<file path="src/rtl/dp_ram_sync_clr.sv">
// rtl/dp_ram_sync_clr.sv - simple dual-port RAM with byte masks, RDW mode, 1/2-cycle read latency and zero sweep
module dp_ram_sync_clr #(
  parameter int RAM_WIDTH      = 8,
  parameter int ADDR_WIDTH     = 4,
  parameter int BYTE_W         = 8,
  parameter int RD_LATENCY     = 1,
  parameter int RDW_MODE       = 0,
  parameter int CLEAR_ON_RESET = 1,
  localparam int NB            = RAM_WIDTH / BYTE_W
) (
  input  logic                  clk,
  input  logic                  rst,
  input  logic                  write_allow,
  input  logic [ADDR_WIDTH-1:0] write_addr,
  input  logic [RAM_WIDTH-1:0]  write_data,
  input  logic [NB-1:0]         write_mask,
  input  logic                  read_allow,
  input  logic [ADDR_WIDTH-1:0] read_addr,
  output logic [RAM_WIDTH-1:0]  read_data,
  output logic                  read_valid,
  input  logic                  clear_req,
  output logic                  ready
);

  localparam int DEPTH = 2 ** ADDR_WIDTH;
  localparam logic [ADDR_WIDTH-1:0] LAST_ADDR = ADDR_WIDTH'(DEPTH - 1);

  if (RAM_WIDTH % BYTE_W != 0) begin : g_bad_width
    $error("dp_ram_sync_clr: RAM_WIDTH must be a multiple of BYTE_W");
  end
  if (RD_LATENCY != 1 && RD_LATENCY != 2) begin : g_bad_latency
    $error("dp_ram_sync_clr: RD_LATENCY must be 1 or 2");
  end

  typedef enum logic {S_CLEAR, S_READY} state_e;
  localparam state_e RESET_STATE = (CLEAR_ON_RESET != 0) ? S_CLEAR : S_READY;

  state_e                state_q, state_d;
  logic [ADDR_WIDTH-1:0] clr_addr_q, clr_addr_d;

  always_ff @(posedge clk) begin
    if (rst) begin
      state_q    <= RESET_STATE;
      clr_addr_q <= '0;
    end else begin
      state_q    <= state_d;
      clr_addr_q <= clr_addr_d;
    end
  end

  always_comb begin
    state_d    = state_q;
    clr_addr_d = clr_addr_q;
    case (state_q)
      S_CLEAR: begin
        if (clr_addr_q == LAST_ADDR) begin
          state_d    = S_READY;
          clr_addr_d = '0;
        end else begin
          clr_addr_d = clr_addr_q + ADDR_WIDTH'(1);
        end
      end
      S_READY: begin
        if (clear_req) begin
          state_d    = S_CLEAR;
          clr_addr_d = '0;
        end
      end
      default: state_d = S_READY;
    endcase
  end

  assign ready = (state_q == S_READY);

  logic user_wr, rd_en;
  assign user_wr = write_allow && ready && !rst;
  assign rd_en   = read_allow && ready && !rst;

  // The sweep borrows the single write port, so the RAM keeps one write path.
  logic                  wr_en;
  logic [ADDR_WIDTH-1:0] wr_addr;
  logic [RAM_WIDTH-1:0]  wr_data;
  logic [NB-1:0]         wr_mask;

  always_comb begin
    wr_en   = user_wr;
    wr_addr = write_addr;
    wr_data = write_data;
    wr_mask = write_mask;
    if (state_q == S_CLEAR) begin
      wr_en   = 1'b1;
      wr_addr = clr_addr_q;
      wr_data = '0;
      wr_mask = '1;
    end
  end

  logic [RAM_WIDTH-1:0] mem_q [DEPTH];

  always_ff @(posedge clk) begin
    if (wr_en) begin
      for (int k = 0; k < NB; k++) begin
        if (wr_mask[k]) begin
          mem_q[wr_addr][k*BYTE_W +: BYTE_W] <= wr_data[k*BYTE_W +: BYTE_W];
        end
      end
    end
  end

  logic [RAM_WIDTH-1:0] rd_word;

  always_comb begin
    rd_word = mem_q[read_addr];
    if (RDW_MODE != 0 && user_wr && (write_addr == read_addr)) begin
      for (int k = 0; k < NB; k++) begin
        if (write_mask[k]) begin
          rd_word[k*BYTE_W +: BYTE_W] = write_data[k*BYTE_W +: BYTE_W];
        end
      end
    end
  end

  logic                 s1_valid_q;
  logic [RAM_WIDTH-1:0] s1_data_q;

  always_ff @(posedge clk) begin
    if (rst) begin
      s1_valid_q <= 1'b0;
      s1_data_q  <= '0;
    end else begin
      s1_valid_q <= rd_en;
      if (rd_en) begin
        s1_data_q <= rd_word;
      end
    end
  end

  if (RD_LATENCY == 2) begin : g_lat2
    logic                 out_valid_q;
    logic [RAM_WIDTH-1:0] out_data_q;

    always_ff @(posedge clk) begin
      if (rst) begin
        out_valid_q <= 1'b0;
        out_data_q  <= '0;
      end else begin
        out_valid_q <= s1_valid_q;
        if (s1_valid_q) begin
          out_data_q <= s1_data_q;
        end
      end
    end

    assign read_data  = out_data_q;
    assign read_valid = out_valid_q;
  end else begin : g_lat1
    assign read_data  = s1_data_q;
    assign read_valid = s1_valid_q;
  end

endmodule

</file>
<file path="config.mk">
export PLATFORM = sky130hd
export DESIGN_NAME = dp_ram_sync_clr
export DESIGN_NICKNAME = d
export VERILOG_FILES = /design/src/rtl/dp_ram_sync_clr.sv
export SDC_FILE = /design/constraint.sdc
export NUM_CORES = 1
export LEC_CHECK = 0
export CAP_MARGIN = 10
export CORE_MARGIN = 3
export CORE_UTILIZATION = 37
export CTS_CLUSTER_DIAMETER = 150
export DETAILED_ROUTE_END_ITERATION = 16
export PLACE_DENSITY = 0.51
export SYNTH_ARGS = -nofsm -noshare
export SYNTH_HDL_FRONTEND = slang
export SYNTH_SLANG_ARGS = --single-unit
export TNS_END_PERCENT = 10
</file>
<file path="constraint.sdc">
create_clock -name clk -period 3.4 [get_ports clk]
set_input_delay 0.51 -clock clk [delete_from_list [all_inputs] [get_ports clk]]
set_output_delay 0.51 -clock clk [all_outputs]
set_load 0.02 [all_outputs]
</file>
==> results.txt <==
The slowest stage cell on the critical path is sky130_fd_sc_hd__dfxtp_1. The initial core utilization came out at 38.18%. After synthesis, the share of flip-flops with an asynchronous set or reset is 0%. The final count of hold timing violations came out at 0.

After layout, the worst path uses 78.31% of the clock period. The count of nets after finishing came out at 358. The share of total power in combinational logic came out at 4.0%. The number of synthesized flops with an enable pin came out at 128. The static power due to leakage is 2.057 nW. The buffering stage count on the worst path with inverters included is 1. The worst path meets setup with 0.7373 ns of slack.

The number of slew-limit violations in the final report came out at 0. The flow ran to the end, and the final reports show no timing, DRC or antenna violations. The clock network latency to the later pin of the worst-skew pair is 0.42 ns. The level count of the clock H-tree came out at 4. The number of different library cells used by synthesis comes to 34. The synthesized instance count came out at 296.

After clock tree synthesis, the clock-pin slew on the worst setup and hold paths is 0.06 ns. For the pin with the worst max-slew slack, the measured transition is 0.9795 ns. Registers are responsible for 49.2% of the overall power.

Entering global routing, the biggest net connects 34 pins. The floorplan row count is 44. The overall die height came out at 129.2 µm. The worst hold path terminates at read_data[0]$_SDFFE_PP0P_. The highest ir drop seen on vdd came out at 0.3420 mV. The total clock buffers created by CTS came out at 17.

The area taken by multi-input logic gates is 1371 µm². The number of input and output port buffers inserted came out at 31. The fraction of final layout cells with drive strength greater than 1 is 17.24%. The cell taking the most area after synthesis is sky130_fd_sc_hd__edfxtp_1. The critical path starts at ready$_SDFF_PP0_. The routed wire length came out at 12,220 µm.

Measured in cells, the most critical reg-to-reg path has a length of 3. The internal power is 3.171 mW. The filler cell count is 1,249.

The register-to-register path setup slack is 0.92 ns. The smallest hold slack came out at 0.4729 ns. Traced cell by cell, the critical path runs through clkdlybuf4s50_1. The sequential area share after synthesis came out at 73.49%. The tree built by TritonCTS fans out to 142 sinks. In this design, the largest share of critical-path delay is due to flip-flops. Max-cap violations in this run came to 0. At the end of routability-driven placement, the weighted congestion stood at 0.7930.

The clock arrives with 0.007980 ns of skew. The worst-case headroom to the max-slew limit is 34.61%. The share of total power dissipated in the clock network is 46.8%. Sorting the synthesized cells by area gives the leading types as sky130_fd_sc_hd__edfxtp_1, sky130_fd_sc_hd__mux4_2, sky130_fd_sc_hd__dfxtp_1, sky130_fd_sc_hd__mux4_1, sky130_fd_sc_hd__mux2i_1. The net switching power came out at 758.0 µW. The post-synthesis average cell area is 18.96 µm². In this run the critical register-to-register path is captured at mem_q[12][6]$_DFFE_PP_. The first global-routing pass estimated 18,410 µm of wire. The total die area came out at 16,680 µm². The area share of the largest cell type after synthesis is 68.49%.

The via count of the first global-routing pass came to 2,919. The TritonCTS clock tree is done. The critical path data arrival time is 2.15 ns. The first TritonRoute pass finished after 4 iterations.

The post-layout total power is 3.929 mW. The root cell of the clock tree is sky130_fd_sc_hd__clkbuf_16. After synthesis, the most frequently instantiated cells are sky130_fd_sc_hd__edfxtp_1, sky130_fd_sc_hd__mux4_2, sky130_fd_sc_hd__nor2_1.

The synthesized netlist occupies a cell area of 5612 µm². The total overflow reported by the global router is 0. In the synthesized netlist the dominant register cell turns out to be sky130_fd_sc_hd__edfxtp_1. The routed layout has 2,812 vias.

The number of nets produced by synthesis came out at 319. For this run, the number of Yosys warnings is 0. The fraction of power spent switching nets came out at 19.29%. The number of buffers added for setup after CTS came out at 0. In the global route stage, overall resource usage came out at 15.83%. In this run the horizontal extent of the chip is 129.2 µm. The post-route antenna net violation count is 0. The detailed-route vias per instance is 5.286. The placed cell area came out at 6092 µm². The most repeated cell in the gate-level netlist after synthesis is sky130_fd_sc_hd__edfxtp_1. The post-layout minimum cycle time came out at 2.663 ns. The routed length per instance is 22.97 µm. The number of cells on the worst hold path is 2. For this design, the CTS-stage hold fixing added 0 buffers. The launch instance of the worst register-to-register path is ready$_SDFF_PP0_. The maximum clock frequency came out at 375.6 MHz. Prior to clock tree synthesis, the placed netlist has a worst setup slack of 0.6638 ns.

The initial antenna violation count came out at 0. The total half-perimeter wirelength after legalization and detailed placement is 8089 µm. The power density relative to cell area came out at 587.8 nW/µm². The largest stage delay on the critical path is 0.96 ns.

In this run the most critical hold path is launched from read_data[0]$_SDFFE_PP0P_. The core area is 14,700 µm². The worst hold path belongs to the class reg -> reg. In this run, the number of DRC markers left after iteration 0 of detailed routing was 156. The final setup TNS came out at 0 ns.

The final count of negative-setup-slack endpoints is 0. The area overhead of the layout relative to synthesis is 19.11%. The number of antenna cells inserted came out at 0. The final design instance area without fill is 6684 µm².

Setup repair after global routing left no endpoint under its margin. The worst setup path is captured at an output pin. The flop and latch count out of synthesis came out at 142.

The critical path class is reg -> out. The sequential cells in the finished layout cover a total of 4124 µm². The post-route DRC violation count is 0.

The number of gates resized after cts is 0. The worst endpoint required time came out at 2.89 ns. STA classifies the critical path startpoint as a flop. The maximum fanout count along the critical path came out at 33. The clock tree buffer depth came out at 2. The number of top-level design ports is 32.
## area by class of cell
| type | instances | share of cell area (%) |
|---|---|---|
| Sequential cell | 142 | 61.70 |
| Multi-Input combinational cell | 135 | 20.52 |
| Tap cell | 184 | 3.444 |
| Clock buffer | 25 | 7.581 |
| Clock inverter | 7 | 1.273 |
| Inverter | 3 | 0.1685 |
| Timing Repair Buffer | 36 | 5.316 |
## cells in the final DEF (no fill, tap or decap), types with 2 or more instances in the layout
master | Yosys | final
sky130_fd_sc_hd__clkbuf_16 | 0 | 18
sky130_fd_sc_hd__nand2_1 | 15 | 15
sky130_fd_sc_hd__dfxtp_1 | 14 | 14
sky130_fd_sc_hd__o22ai_1 | 2 | 2
sky130_fd_sc_hd__nor2_1 | 22 | 22
sky130_fd_sc_hd__nor2b_1 | 2 | 2
sky130_fd_sc_hd__nand3b_1 | 3 | 3
sky130_fd_sc_hd__nand2b_1 | 3 | 3
sky130_fd_sc_hd__clkbuf_1 | 6 | 4
sky130_fd_sc_hd__and3b_1 | 2 | 2
sky130_fd_sc_hd__and2_1 | 8 | 8
sky130_fd_sc_hd__edfxtp_1 | 128 | 128
sky130_fd_sc_hd__clkdlybuf4s50_1 | 0 | 30
sky130_fd_sc_hd__buf_4 | 0 | 4
sky130_fd_sc_hd__bufinv_16 | 0 | 2
sky130_fd_sc_hd__a21oi_1 | 6 | 6
sky130_fd_sc_hd__o211ai_1 | 8 | 8
sky130_fd_sc_hd__mux2i_1 | 9 | 9
sky130_fd_sc_hd__clkbuf_8 | 0 | 3
sky130_fd_sc_hd__nor3_1 | 3 | 3
sky130_fd_sc_hd__clkinv_2 | 0 | 5
sky130_fd_sc_hd__inv_1 | 3 | 3
sky130_fd_sc_hd__a31oi_1 | 3 | 3
sky130_fd_sc_hd__mux4_2 | 25 | 25
sky130_fd_sc_hd__a22oi_1 | 8 | 8
sky130_fd_sc_hd__mux4_1 | 7 | 7
## power by group through the flow
stage,Clock [mW],Sequential (mW),Combinational [mW]
after global placement,0,1.97,0.159
after detailed placement,0,1.97,0.161
after global routing,1.94,1.94,0.173
final,1.84,1.93,0.159
after CTS,1.86,1.93,0.161
after floorplan,0,1.96,0.105
## stage by stage
step                      std cells  util (%)
final                           532     45.47
after global routing            532     45.47
after CTS                       532     45.47
after detailed placement        500     41.45
after global placement          500     41.45
after floorplan                 296         -
## flip-flops by register name, indices dropped and copies added (netlist names)
name and flops:
clr_addr_q 4, mem_q 128, read_valid 1, read_data 8
ready 1
## worst max path at each step
| stage | slack, ns | endpoint | cells after the start |
|---|---|---|---|
| finish | 0.74 | ready | 1 |
| global route | 0.56 | ready | 1 |
| CTS | 0.72 | ready | 1 |
| detailed placement | 0.66 | mem_q[9][2]$_DFFE_PP_ | 5 |
| global placement | 0.76 | mem_q[12][2]$_DFFE_PP_ | 5 |
| floorplan | 1.48 | mem_q[0][0]$_DFFE_PP_ | 4 |
## routing by layer
layer	GRT usage (%)	up-vias	routed length, µm
li1	-	1276	-
met1	22.72	1421	5786
met2	22.41	95	5441
met3	4.782	20	668
met4	6.918	0	323
met5	0	-	0
## logic make-up after synthesis
family,Yosys count,share of synthesized area (%)
AOI/OAI and AO/OA,31,3.791
DFF,142,73.49
buffers and inverters,19,2.073
adders and majority gates,1,0.2229
and+or+nand+nor,61,5.307
muxes,42,15.12
No activity file was read; power rests on OpenSTA's default activity.
